<file path="config.mk">
export PLATFORM = sky130hd
export DESIGN_NAME = fetch_req_ctrl
export DESIGN_NICKNAME = d
export VERILOG_FILES = /design/src/rtl/fetch_req_ctrl.sv
export SDC_FILE = /design/constraint.sdc
export NUM_CORES = 1
export LEC_CHECK = 0
export BUFFER_PORTS_ARGS = -buffer_cell sky130_fd_sc_hd__buf_2
export CAP_MARGIN = 20
export CELL_PAD_IN_SITES_DETAIL_PLACEMENT = 1
export CELL_PAD_IN_SITES_GLOBAL_PLACEMENT = 1
export CORE_ASPECT_RATIO = 0.5
export CORE_UTILIZATION = 41
export CTS_BUF_LIST = sky130_fd_sc_hd__clkbuf_8
export DETAILED_ROUTE_END_ITERATION = 12
export GPL_ROUTABILITY_DRIVEN = 1
export PLACE_DENSITY = 0.95
export SETUP_SLACK_MARGIN = 0.05
export SKIP_CTS_REPAIR_TIMING = 1
export SLEW_MARGIN = 5
export SYNTH_ARGS = -nofsm -noshare
export SYNTH_HDL_FRONTEND = slang
export SYNTH_SLANG_ARGS = --single-unit
</file>
<file path="constraint.sdc">
create_clock -name clk -period 10.13 [get_ports clk]
set_input_delay 1.5195 -clock clk [delete_from_list [all_inputs] [get_ports clk]]
set_output_delay 1.5195 -clock clk [all_outputs]
set_load 0.005 [all_outputs]
</file>
<file path="src/rtl/fetch_req_ctrl.sv">
// Fetch request controller. Issues icache fetch requests under a credit scheme
// so the fetch buffer never overflows. It discards icache responses that
// belong to fetches killed by a flush.
module fetch_req_ctrl #(
    parameter int unsigned DEPTH        = 16,
    parameter int unsigned MAX_INFLIGHT = 2,
    parameter logic [31:0] RESET_PC     = 32'h1c000000
) (
    input  logic        clk,
    input  logic        rstn,
    input  logic        flush,
    input  logic [31:0] flush_pc,
    input  logic        stall,
    input  logic [1:0]  pop_cnt,
    output logic        req_valid,
    input  logic        req_ready,
    output logic [31:0] req_pc,
    input  logic        resp_valid,
    output logic        resp_ready,
    input  logic        resp_two,
    output logic        buf_push,
    output logic        buf_push_two,
    output logic        buf_flush,
    output logic [4:0]  occupancy,
    output logic [1:0]  inflight
);

    localparam logic [1:0] S_IDLE  = 2'd0;
    localparam logic [1:0] S_RUN   = 2'd1;
    localparam logic [1:0] S_REDIR = 2'd2;

    logic [1:0]  state;
    logic [31:0] fetch_pc;
    logic [4:0]  occ_q;
    logic [1:0]  infl_q;
    logic [1:0]  kill_cnt;

    logic        req_fire;
    logic        resp_acc;
    logic        resp_live;
    logic        resp_kill;
    logic [6:0]  credit_need;
    logic [3:0]  kill_add;
    logic [3:0]  kill_sum;
    logic [1:0]  kill_flush;
    logic [5:0]  occ_sum;
    logic [4:0]  occ_nxt;

    // Worst-case buffer usage if one more 2-instruction request is issued.
    assign credit_need = 7'(occ_q) + 7'({infl_q, 1'b0}) + 7'd2;

    assign req_valid = rstn && (state == S_RUN) && !flush && !stall
                    && ({1'b0, infl_q} < 3'(MAX_INFLIGHT))
                    && (credit_need <= 7'(DEPTH));
    assign req_pc    = fetch_pc;
    assign req_fire  = req_valid && req_ready;

    assign resp_ready = !stall;
    assign resp_acc   = rstn && resp_valid && resp_ready;
    assign resp_kill  = resp_acc && (kill_cnt != 2'd0);
    assign resp_live  = resp_acc && (kill_cnt == 2'd0);

    assign buf_push     = resp_live && !flush;
    assign buf_push_two = buf_push && resp_two;
    assign buf_flush    = rstn && flush;
    assign occupancy    = occ_q;
    assign inflight     = infl_q;

    // Stale-response count after a flush. Every live request becomes stale.
    // A response consumed in the flush cycle itself is no longer outstanding.
    always_comb begin
        kill_add = 4'(kill_cnt) + 4'(infl_q) + 4'(req_fire);
        if (kill_add < 4'(resp_acc))
            kill_sum = 4'd0;
        else
            kill_sum = kill_add - 4'(resp_acc);
        kill_flush = (kill_sum > 4'd3) ? 2'd3 : kill_sum[1:0];
    end

    // Buffer occupancy after this cycle's push and pop.
    always_comb begin
        occ_sum = 6'(occ_q) + (buf_push ? (buf_push_two ? 6'd2 : 6'd1) : 6'd0);
        occ_nxt = 5'(occ_sum - 6'(pop_cnt));
    end

    // State, fetch PC and credit counters. Flush overrides stall.
    always_ff @(posedge clk) begin
        if (!rstn) begin
            state    <= S_IDLE;
            fetch_pc <= RESET_PC;
            occ_q    <= 5'd0;
            infl_q   <= 2'd0;
            kill_cnt <= 2'd0;
        end else if (flush) begin
            state    <= S_REDIR;
            fetch_pc <= flush_pc;
            occ_q    <= 5'd0;
            infl_q   <= 2'd0;
            kill_cnt <= kill_flush;
        end else begin
            if (!stall && (state != S_RUN))
                state <= S_RUN;
            if (req_fire)
                fetch_pc <= fetch_pc + (fetch_pc[2] ? 32'd4 : 32'd8);
            occ_q    <= occ_nxt;
            infl_q   <= infl_q + 2'(req_fire) - 2'(resp_live);
            kill_cnt <= kill_cnt - 2'(resp_kill);
        end
    end

endmodule
</file>
==> flow_summary.ini, run 1 <==
[outcome]
status = complete, no violations

[route]
met1_length_um = 4060
post_drt_wl_per_cell_um = 17.7
ant_nets = 0
top_layer = met4
drt_first_pass_iters = 4
route.detailed.drc = 0
dr_wl_met3_um = 488
wirelength_um = 8920
vias = 2872
vias_per_cell = 5.70
wl_met2_um = 4260
initialDrtViolationCount = 158

[synthesis]
yosysSeqAreaShare_pct = 31.1
synth-edff-count = 0
synth-seq-cells = 43
syn_inst = 338
avgSynthCellArea_um2 = 8.19
synth_largest_area_cell = dfxtp_1
async_flop_share_pct = 0
synth_top_area_share_pct = 31.1
netlist-cell-type-count = 66
yosysMostFrequentCell = nand2_1
synth_nets = 400
synth_warnings = 0
synth_commonest_cells = nand2_1 (46), dfxtp_1 (43), inv_1 (26)
ys.flop_type = dfxtp_1
synth_area_um2 = 2770
synth_area_leaders = dfxtp_1 (31%), ha_1 (7.2%), nand2_1 (6.2%)

[floorplan]
rows = 20
start_util_pct = 44.1
pin_count = 85
die_area_um2 = 7110
die_height_um = 60.1
die_w_um = 118
fp.coreArea_um2 = 6280

[worst_setup_path]
critPathKind = input pin to flop
endpoint_kind = flop
critPathMaxFanout = 33
rr_startpoint = inflight[0]$_SDFF_PP0_
slowest_stage = fa_1
critPathLaunch = flush
arrival_ps = 5030
path_buf_inv = 3
worstPathRequired_ps = 10370
critPathMostFrequentCell = fa_1
crit_chain = buf_2 > nor4b_2 > o211ai_1 > buf_4 > nor2_4 > inv_2 > fa_1 > fa_1 > ha_1 > a21boi_0 > o21ai_0 > a21oi_1 > a211oi_1
cp_top_family = adder cells
critPathLaunchType = input pin
max_stage_delay_ps = 500

[layout]
nNetsFinal = 477
final_area_um2 = 3360
syn_to_final_growth_pct = 21.5
antenna_cells = 0
drive_gt1_share_pct = 25.0
utilization_pct = 53.6
fill_cells = 782

[placed_design]
dp_slack_ps = 5000
placed_area_um2 = 3250
io_buffers = 84
dpl.hpwl_um = 6580
place.gp.congestion = 0.821

[power]
vdd_drop_max_mv = 0.0501
leakage_nw = 1.50
pwr_density_cell_nw_per_um2 = 127

[global_routing]
grt_max_degree = 34
antenna_found_initial = 0
grt_pass1_vias = 2855
grt_pass1_wl_um = 14200
grt.overflow.total = 0
gr-usage-all-layers_pct = 26.3

[clock_tree]
clock-root-buffer = clkbuf_8
clk_pin_slew_ps = 90
clock_path_buffers = 2
cts_tree = built
htree_levels = 2
cts.sink_count = 43
clock_latency_ps = 320
cts-buffers-inserted = 5

[sta]
slew-limit-headroom_pct = 37.1
timing.final.crit_share_pct = 47.4
hold_viol_final = 0
tightestPinTransition_ps = 944
tns_ps = 0
fin_ws_ps = 5330
slew_viol_final = 0
fmax_mhz = 208
fin_crit_ps = 4800
skew_ps = 6.50
setup_viol = 0
rsz0062_at_grt = no

[hold_path]
min_path_type = flop to flop
min_from = state[0]$_SDFFE_PP0P_

[run]
drv_cap = 0
[stage by stage]
step / total power [W] / std cells / hold WS, ps
finish: 0.000429 / 504 / 482
floorplan: 0.000248 / 338 / 432
detailed placement: 0.000285 / 496 / 467
CTS: 0.000430 / 504 / 496
global placement: 0.000280 / 496 / 453
global route: 0.000448 / 504 / 511
[worst register-to-register path, stage by stage, from the launching register on]
cell and delay, ps:
dfxtp_1 360, inv_1 100, ha_1 190, inv_1 60, ha_1 160, inv_1 60, fa_1 490, and4bb_1 280
o21ai_2 210, nor2_4 390, inv_2 230, fa_1 440, fa_1 500, ha_1 340, a21boi_0 130, o21ai_0 150
a21oi_1 80, a211oi_1 220
[registers in the layout, indices dropped and copies added (netlist names)]
signal / cells
inflight: 2
req_pc: 32
state: 2
kill_cnt: 2
occupancy: 5
[cells by family after synthesis]
family	Yosys count	share of synthesized area [%]
muxes	2	0.723
adders and majority gates	21	10.8
xor gates and xnor gates	16	5.06
AOI/OAI and AO/OA	89	21.6
DFF	43	31.1
buffers and inverters	43	6.10
and+or+nand+nor	124	24.6
[cell usage in the layout, fill, tap and decap left out, types with 8 or more instances in the layout]
master,instances
ha_1,16
o21ai_0,10
inv_1,26
a21oi_1,20
a31oi_1,8
xnor2_1,10
dfxtp_1,43
nor2_1,16
nand2_1,46
buf_2,84
[per-layer routing]
layer,track usage (%),vias up
li1,-,1375
met1,33.0,1404
met2,44.5,80
met3,5.73,13
met4,11.2,0
met5,0,-
[where the power goes]
group / switching (W) / total, W / internal (W)
clock network: 0.0000670 / 0.000147 / 0.0000799
logic: 0.0000480 / 0.0000870 / 0.0000391
registers: 0.0000141 / 0.000195 / 0.000181
total: 0.000129 / 0.000429 / 0.000300
[cell type report]
cell class / instances / area (µm²) / area share [%]
Inverter: 27 / 101 / 3.01
Clock inverter: 2 / 35.0 / 1.04
Sequential cell: 43 / 861 / 25.6
Clock buffer: 6 / 82.6 / 2.45
Timing Repair Buffer: 86 / 435 / 12.9
Tap cell: 88 / 110 / 3.27
Multi-Input combinational cell: 252 / 1740 / 51.7
[final timing paths]
check | to | slack, ps | depth (start not counted)
max reg2reg | kill_cnt[1]$_SDFF_PN0_ | 5660 | 17
max | kill_cnt[1]$_SDFF_PN0_ | 5330 | 13
min | state[0]$_SDFFE_PP0P_ | 480 | 1
min reg2reg | state[0]$_SDFFE_PP0P_ | 480 | 1
Power figures use the tool's default switching activity.
==> run 2: changes to the inputs <==
--- a/config.mk
+++ b/config.mk
@@ -10,11 +10,11 @@
 export CELL_PAD_IN_SITES_DETAIL_PLACEMENT = 1
 export CELL_PAD_IN_SITES_GLOBAL_PLACEMENT = 1
 export CORE_ASPECT_RATIO = 0.5
-export CORE_UTILIZATION = 41
+export CORE_UTILIZATION = 35
 export CTS_BUF_LIST = sky130_fd_sc_hd__clkbuf_8
 export DETAILED_ROUTE_END_ITERATION = 12
 export GPL_ROUTABILITY_DRIVEN = 1
-export PLACE_DENSITY = 0.95
+export PLACE_DENSITY = 0.88
 export SETUP_SLACK_MARGIN = 0.05
 export SKIP_CTS_REPAIR_TIMING = 1
 export SLEW_MARGIN = 5
==> constraint.sdc (replaced) <==
create_clock -name clk -period 4.3 [get_ports clk]
set_input_delay 0.645 -clock clk [delete_from_list [all_inputs] [get_ports clk]]
set_output_delay 0.645 -clock clk [all_outputs]
set_load 0.005 [all_outputs]
==> flow_summary.ini, run 2 (synthesis results as in run 1) <==
[run]
drv_cap = 0

[global_routing]
gr-usage-all-layers_pct = 21.7
grt.overflow.total = 0
grt_pass1_wl_um = 13800
grt_max_degree = 33
antenna_found_initial = 0
grt_pass1_vias = 2841

[floorplan]
die_area_um2 = 8290
fp.coreArea_um2 = 7490
start_util_pct = 37.0
pin_count = 85
die_w_um = 128
rows = 22
die_height_um = 64.9

[outcome]
status = complete, no violations

[layout]
regArea_um2 = 861
layout_commonest_cell = buf_2
multiInputGateArea_um2 = 1740
syn_to_final_growth_pct = 22.5
drive_gt1_share_pct = 25.9
largest_register_ffs = 32
final_cell_mix = buf_2 (84), nand2_1 (46), dfxtp_1 (43), inv_1 (26), a21oi_1 (20)
fill_cells = 972
nNetsFinal = 482
antenna_cells = 0

[sta]
tightestPinTransition_ps = 941
finalHoldWorstSlack_ps = 498
fin_crit_ps = 3750
fmax_mhz = 267
slew_viol_final = 0
setup_viol = 0
timing.final.crit_share_pct = 87.2
rsz0062_at_grt = no
slew-limit-headroom_pct = 37.2
tns_ps = 0
skew_ps = 9.62
hold_viol_final = 0

[hold_path]
hold_depth = 1
min_from = state[0]$_SDFFE_PP0P_
min_to = state[0]$_SDFFE_PP0P_
min_path_type = flop to flop

[clock_tree]
clock_path_buffers = 2
cts_tree = built
cts-buffers-inserted = 5
clock_latency_ps = 320
clk_pin_slew_ps = 90
cts.sink_count = 43
htree_levels = 2
clock-root-buffer = clkbuf_8

[route]
vias = 2847
initialDrtViolationCount = 106
wirelength_um = 8650
route.detailed.drc = 0
ant_nets = 0
post_drt_wl_per_cell_um = 16.3
vias_per_cell = 5.38
drt_first_pass_iters = 4

[worst_setup_path]
worstPathRequired_ps = 4530
critPathKind = flop to flop
slowest_stage = fa_1
arrival_ps = 3980
path_buf_inv = 4
crit_chain = inv_1 > ha_1 > inv_1 > ha_1 > inv_1 > fa_1 > and4bb_1 > o21ai_2 > nor2_4 > inv_2 > fa_1 > fa_1 > ha_1 > a21boi_0 > o21ai_0 > a21oi_1 > a211oi_1
endpoint_kind = flop
max_stage_delay_ps = 490
reg2reg_depth = 17
r2r_end = kill_cnt[1]$_SDFF_PN0_
cp_top_family = adder cells
critPathLaunchType = flop
reg2reg_slack_ps = 550
rr_startpoint = inflight[0]$_SDFF_PP0_
critPathMaxFanout = 3

[placed_design]
dpl.hpwl_um = 6450
place.gp.congestion = 0.818
io_buffers = 84

[power]
vdd_drop_max_mv = 0.104
pwr_density_cell_nw_per_um2 = 275
leakage_nw = 1.51
## run 2: how the worst max path moves through the flow
stage	from	end	slack (ps)	cells after the start
2_1_floorplan	inflight[0]$_SDFF_PP0_	kill_cnt[1]$_SDFF_PN0_	520	18
3_3_place_gp	inflight[0]$_SDFF_PP0_	kill_cnt[1]$_SDFF_PN0_	700	17
3_5_place_dp	inflight[0]$_SDFF_PP0_	kill_cnt[1]$_SDFF_PN0_	570	17
4_1_cts	inflight[0]$_SDFF_PP0_	kill_cnt[1]$_SDFF_PN0_	520	17
5_1_grt	inflight[0]$_SDFF_PP0_	kill_cnt[1]$_SDFF_PN0_	310	17
6_report	inflight[0]$_SDFF_PP0_	kill_cnt[1]$_SDFF_PN0_	550	17
## run 2: power breakdown
part / total (W) / leakage, nW / switching [W] / internal [W]
Combinational: 0.000205 / 1.10 / 0.000111 / 0.0000940
Sequential: 0.000460 / 0.355 / 0.0000341 / 0.000425
Clock: 0.000270 / 0.0477 / 0.000158 / 0.000112
Total: 0.000934 / 1.51 / 0.000303 / 0.000631
## run 2: area by class of cell
type                    instances  share of cell area [%]
multi-input cells             252                    51.3
flip-flops and latches         43                    25.4
repair buffers                 91                    13.9
well taps                     108                    3.98
inverters                      27                    2.99
clock buffers                   5                    2.03
clock inverters                 3                   0.442
## run 2: metrics by stage
| step | area, µm² | setup WS (ps) | instances | power [W] | util (%) |
|---|---|---|---|---|---|
| after global placement | 3310 | 698 | 521 | 0.000664 | 44.2 |
| after floorplan | 2770 | 515 | 338 | 0.000584 | - |
| after global routing | 3390 | 310 | 529 | 0.000986 | 45.3 |
| after CTS | 3390 | 519 | 529 | 0.000938 | 45.3 |
| final | 3390 | 550 | 529 | 0.000934 | 45.3 |
| after detailed placement | 3310 | 566 | 521 | 0.000673 | 44.2 |
## run 2: metal layers
| metal | wire length (µm) | GRT usage (%) | vias to the layer above | share of wire (%) |
|---|---|---|---|---|
| li1 | - | - | 1383 | - |
| met3 | 358 | 4.62 | 13 | 4.1 |
| met1 | 4100 | 26.7 | 1391 | 47 |
| met4 | 107 | 7.21 | 0 | 1.2 |
| met5 | 0 | 0 | - | 0 |
| met2 | 4080 | 38.0 | 60 | 47 |
